File: config.mk
export PLATFORM = sky130hd
export DESIGN_NAME = logic_gate_pipe
export DESIGN_NICKNAME = d
export VERILOG_FILES = /design/src/rtl/logic_gate_pipe.sv
export SDC_FILE = /design/constraint.sdc
export NUM_CORES = 1
export LEC_CHECK = 0
export ABC_AREA = 1
export CORE_ASPECT_RATIO = 0.7
export CORE_MARGIN = 5
export CORE_UTILIZATION = 43
export DETAILED_ROUTE_END_ITERATION = 8
export PLACE_DENSITY_LB_ADDON = 0.15
export SLEW_MARGIN = 20
export SYNTH_ARGS = -nofsm -noshare
export SYNTH_HDL_FRONTEND = slang
export SYNTH_SLANG_ARGS = --single-unit
File: constraint.sdc
create_clock -name clk -period 4.3 [get_ports clk]
set_input_delay 1.075 -clock clk [delete_from_list [all_inputs] [get_ports clk]]
set_output_delay 1.075 -clock clk [all_outputs]
set_load 0.03 [all_outputs]
File: src/rtl/logic_gate_pipe.sv
// logic_gate_pipe: reduces NUM_IN operands with a runtime-selected bitwise op
// (AND/OR/XOR/NAND/NOR/XNOR/NOT/PASS). The result passes through a 2-stage
// valid/ready pipeline. Stage 1 captures the operands and the op. Stage 2
// computes the result and registers it.
// Optional feature: define LOGIC_GATE_PIPE_CNT_EN to build a wrapping counter of
// completed output transfers on xfer_cnt. Without it, xfer_cnt is tied to 0.
module logic_gate_pipe #(
  parameter int WIDTH  = 8,
  parameter int NUM_IN = 2,
  parameter int CNT_W  = 16
) (
  input  logic                    clk,
  input  logic                    rst,
  input  logic [NUM_IN*WIDTH-1:0] in_data,
  input  logic [2:0]              in_op,
  input  logic                    in_valid,
  output logic                    in_ready,
  output logic [WIDTH-1:0]        out_data,
  output logic                    out_any,
  output logic                    out_valid,
  input  logic                    out_ready,
  output logic [CNT_W-1:0]        xfer_cnt
);

  logic                    s1_valid;
  logic [NUM_IN*WIDTH-1:0] s1_data;
  logic [2:0]              s1_op;
  logic                    adv1;
  logic                    adv2;
  logic [WIDTH-1:0]        red_and;
  logic [WIDTH-1:0]        red_or;
  logic [WIDTH-1:0]        red_xor;
  logic [WIDTH-1:0]        op0;
  logic [WIDTH-1:0]        result;

  // An empty stage always advances. This lets bubbles collapse and lets stage 1 fill during a stall.
  assign adv2     = !out_valid || out_ready;
  assign adv1     = !s1_valid || adv2;
  assign in_ready = adv1;

  // Stage 1: capture operands only for real transfers, so idle-cycle X never enters the pipe
  always_ff @(posedge clk or posedge rst) begin
    if (rst) begin
      s1_valid <= 1'b0;
      s1_data  <= '0;
      s1_op    <= '0;
    end else if (adv1) begin
      s1_valid <= in_valid;
      if (in_valid) begin
        s1_data <= in_data;
        s1_op   <= in_op;
      end
    end
  end

  // Bitwise reductions across all operands, then op select on the stage-1 contents
  always_comb begin
    red_and = '1;
    red_or  = '0;
    red_xor = '0;
    for (int k = 0; k < NUM_IN; k++) begin
      red_and = red_and & s1_data[k*WIDTH +: WIDTH];
      red_or  = red_or  | s1_data[k*WIDTH +: WIDTH];
      red_xor = red_xor ^ s1_data[k*WIDTH +: WIDTH];
    end
    op0 = s1_data[WIDTH-1:0];
    case (s1_op)
      3'd0:    result = red_and;
      3'd1:    result = red_or;
      3'd2:    result = red_xor;
      3'd3:    result = ~red_and;
      3'd4:    result = ~red_or;
      3'd5:    result = ~red_xor;
      3'd6:    result = ~op0;
      default: result = op0;
    endcase
  end

  // Stage 2: register the result. It holds while the downstream stalls.
  always_ff @(posedge clk or posedge rst) begin
    if (rst) begin
      out_valid <= 1'b0;
      out_data  <= '0;
      out_any   <= 1'b0;
    end else if (adv2) begin
      out_valid <= s1_valid;
      if (s1_valid) begin
        out_data <= result;
        out_any  <= |result;
      end
    end
  end

`ifdef LOGIC_GATE_PIPE_CNT_EN
  logic [CNT_W-1:0] cnt_q;

  // Count completed output transfers. The counter wraps naturally at 2^CNT_W.
  always_ff @(posedge clk or posedge rst) begin
    if (rst) begin
      cnt_q <= '0;
    end else if (out_valid && out_ready) begin
      cnt_q <= cnt_q + CNT_W'(1);
    end
  end

  assign xfer_cnt = cnt_q;
`else
  assign xfer_cnt = '0;
`endif

endmodule

* Word level (Yosys, flattened, before mapping)
Index checks and enable logic that the tools add are counted.
** Storage, ports and cells
- ROM bits :: 0
- Word-level logic and storage cells :: 28
- RAM bits :: 0
- Input port bits :: 23
- Memories kept :: 0
- Output and inout port bits :: 27
- Latch bits :: 0
- Register bits after elaboration :: 30
** Operators by class
- Add/subtract/negate cells :: 0
- Mux-type cells :: 1
- Divide/modulo/power cells :: 0
- Reduce and logical (&&, ||, !) cells :: 8
- Magnitude comparators :: 0
- Bitwise gates (word level) :: 7
- Multipliers :: 0
- Shift operators :: 0
- Equality and inequality tests :: 6
** Operators with widths (number)
- one-hot mux 8 bit (7 select lines) :: 1
- inverter 8 bit :: 4
- == test 3 bit (second input constant) :: 3
- AND 8 bit :: 1
- bitwise OR 8 bit :: 1
- OR reduction 8 bit :: 1
- XOR 8 bit :: 1
- == test 3 x 2 -> 1 bit (second input constant) :: 2
- AND reduction 2 bit :: 2
- == test 3 x 1 -> 1 bit (second input constant) :: 1
- logical NOT 3 bit :: 1
- logical NOT 1 bit :: 2
- logical OR 1 bit :: 2

* Longest topological paths before layout
- Depth after elaboration :: 4
- Gate-level depth with buffers :: 12

* Worst setup path before layout
No wires, ideal clock.
- Path kind :: input -> output
- Start :: input port out_ready
- End :: output port in_ready
- Slack :: 1.828 ns
- Arrival :: 1.397 ns
- Cell stages on the path :: 2
- Cell sequence :: inv_1 -> nand3_1
** On the way
- Word-level cells in the longest chain between the ends :: 2
** RTL lines
- start: declaration :: line 21 : input logic out_ready,
- logical OR 1 bit :: line 37 : assign adv2 = !out_valid || out_ready;
- logical OR 1 bit :: line 38 : assign adv1 = !s1_valid || adv2;
- end: declaration :: line 17 : output logic in_ready,
No other way between the ends.

* Worst setup path after layout
Same ends and word-level chain as after synthesis.

==> run metrics <==
status finished, final reports clean; gr ovfl total 0; Final Slew Violations 0; Crit Path Class input pin to output pin; remaining antenna violation count 0; critical path endpoint category output pin; PortBufs 33; most common flop cell mapped by yosys dfrtp_1; layout cells sized above 1 6.19%; Net Switching 0.469 mW; synthesis-stage register bit count 30; WHS 0.478 ns; I/O Pins 50; Layout Utilization 53.5%; Worst setup SP type input pin; 1st-pass router iterations 4; Seq/Total Area, Yosys 34.8%; vias in the first global route 1801; CTS buffer count 5; CTS Root Cell clkbuf_8; clock share of power 24.0%; global-route wire length before repair 8360 um; via/cell ratio 4.61; final hold vios 0; Post-Synthesis Cells 307; row count 21; CTS clk-pin slew, worst paths 0.07 ns; Post-Syn Area 2150 um2; Reg power frac 34.3%; reg2reg start s1_op[2]$_DFFE_PP0P_; Total Wirelength 4860 um; clock latency on the worst-skew pair 0.29 ns; Period Utilization, post-route 80.7%; slowest stage delay, CP 0.70 ns; WHS Path Cells 2; Filler cells 500; Hold Buf Count CTS 0; post-route minimum period 3.47 ns; Max VDD drop 0.210 mV; via count 1882; clk sinks 30; die area 6550 um2; # nets final 377; critical-path maximum fanout 3; final setup fails 0; Yosys warning count 0; Antenna Cells 0; Buffers & Inverters on Critical Path 3; Die X 94.6 um; data arrival time of the critical path 2.40 ns; flop2flop setup slack 2.15 ns; Starting Density 44.8%; Lkg Pwr 1.35 nW; Synth async-reset ratio 100%; Slew headroom 48.4%; Clock Tree Buf Depth 2; gr usage total 16.1%; switching share of power 40.2%; Gate power share 41.7%; Worst Max-Slew Pin Slew 0.774 ns; unrepaired setup endpoints after global routing no; skew final 0.00688 ns; H-tree Lvls 2; CP max stage cell clkdlybuf4s50_1; Setup TNS Final 0 ns; number of gates resized after cts 0; post-CTS setup buffer count 0; CORE AREA 4810 um2; Max Freq 288 MHz; DR WL/cell 11.9 um; Chip Height 69.2 um; Max Cap Viol 0; Residual DRC 0; min-delay src out_data[1]$_DFFE_PP0P_; largest net degree at the start of global routing 40; Worst EP required 3.22 ns; Synth-to-Final Area Change 19.5%; Min-Delay Endpoint out_data[1]$_DFFE_PP0P_; cell family with the largest share of critical-path delay buffers and inverters; Worst Reg-to-Reg Cells 7; gpl congestion 0.794; PwrDens 453 nW/um2; Initial DRC Count 124; most frequent CP cell clkdlybuf4s50_1; number of synthesized flops with an enable pin 0; Internal 0.697 mW; CTS tree built; Cell Chain, Critical Path clkdlybuf4s50_1 > inv_1 > nand3_1 > clkdlybuf4s50_1; Synth cell types 24; Post-Syn Area per Cell 7.02 um2; min-delay worst type register to register; worst r2r dst out_any$_DFFE_PP0P_; dpl hpwl 3470 um; initial antenna violation count 0
-- how the worst max path moves through the flow --
stage	end	cells after the start	from	slack (ns)
floorplan	in_ready	2	out_ready	1.83
global placement	in_ready	4	out_ready	0.88
detailed placement	in_ready	4	out_ready	0.83
CTS	in_ready	4	out_ready	0.82
global route	in_ready	4	out_ready	0.78
finish	in_ready	4	out_ready	0.83
-- cell usage after synthesis (3+ instances only) --
library cell	number	area, um2
a21oi_1	19	95.1
buf_2	4	20.0
buf_4	17	128
clkbuf_1	4	15.0
dfrtp_1	30	751
ha_1	16	200
inv_1	41	154
inv_2	3	11.3
nand2_1	64	240
nand3_1	23	115
nand4_1	8	50.1
nor2_1	51	191
nor3_1	3	15.0
o21ai_0	7	35.0
o21ai_1	4	20.0
-- cells by family after synthesis --
kind of cell / count (synthesis) / synth area share (%)
AND/OR/NAND/NOR: 158 / 32.2
buffers and inverters: 71 / 16.3
AO/OA/AOI/OAI: 31 / 7.26
flip-flops: 30 / 34.8
adder cells (fa/ha/maj): 16 / 9.29
other: 1 / 0.174
-- power by group through the flow --
stage	logic [mW]	clock network, mW	registers, mW
2_1_floorplan	0.279	0	0.461
3_3_place_gp	0.482	0	0.404
3_5_place_dp	0.486	0	0.405
4_1_cts	0.488	0.289	0.400
5_1_grt	0.544	0.302	0.410
6_report	0.486	0.280	0.399
-- layout by cell type (no fill, tap or decap), types with 2 or more instances in the layout --
master,count
a21oi_1,19
nand2_1,64
nand3_1,23
conb_1,16
nand3b_1,2
clkdlybuf4s50_1,33
nor3_2,2
nor2_1,51
inv_1,41
nor3_1,3
inv_2,3
nor2_4,2
buf_4,3
clkinv_2,2
clkbuf_8,5
o21ai_1,4
nand4_1,8
dfrtp_1,30
ha_1,16
o21ai_0,7
-- state kept, by name, summed over array words and instances (netlist names) --
| register | flops |
|---|---|
| s1_op | 3 |
| out_any | 1 |
| s1_data | 16 |
| out_valid | 1 |
| s1_valid | 1 |
| out_data | 8 |
-- metrics by stage --
step	setup WS, ns	instances	power (mW)	area (um2)
2_1_floorplan	1.83	322	0.740	2210
3_3_place_gp	0.877	400	0.887	2460
3_5_place_dp	0.833	400	0.890	2460
4_1_cts	0.824	408	1.18	2570
5_1_grt	0.778	408	1.26	2570
6_report	0.828	408	1.17	2570
-- layout make-up --
class / instances / area, um2 / area share, %
clock inverter: 3 / 40.0 / 1.56
multi-input combinational: 221 / 1110 / 43.1
sequential: 30 / 751 / 29.2
timing repair buffer: 36 / 353 / 13.7
tap: 69 / 86.3 / 3.35
inverter: 44 / 165 / 6.42
clock buffer: 5 / 68.8 / 2.67
-- layer usage --
metal	routed length [um]	track usage, %
met4	34	4.00
met5	0	0
met2	1990	23.8
met1	2510	23.1
met3	320	4.77
-- worst min-delay path: cells and delay by family (launching register included) --
kind / cells / cell delay [ns]
simple gates: 2 / 0.10
flops: 1 / 0.34
Power figures use the tool's default switching activity.
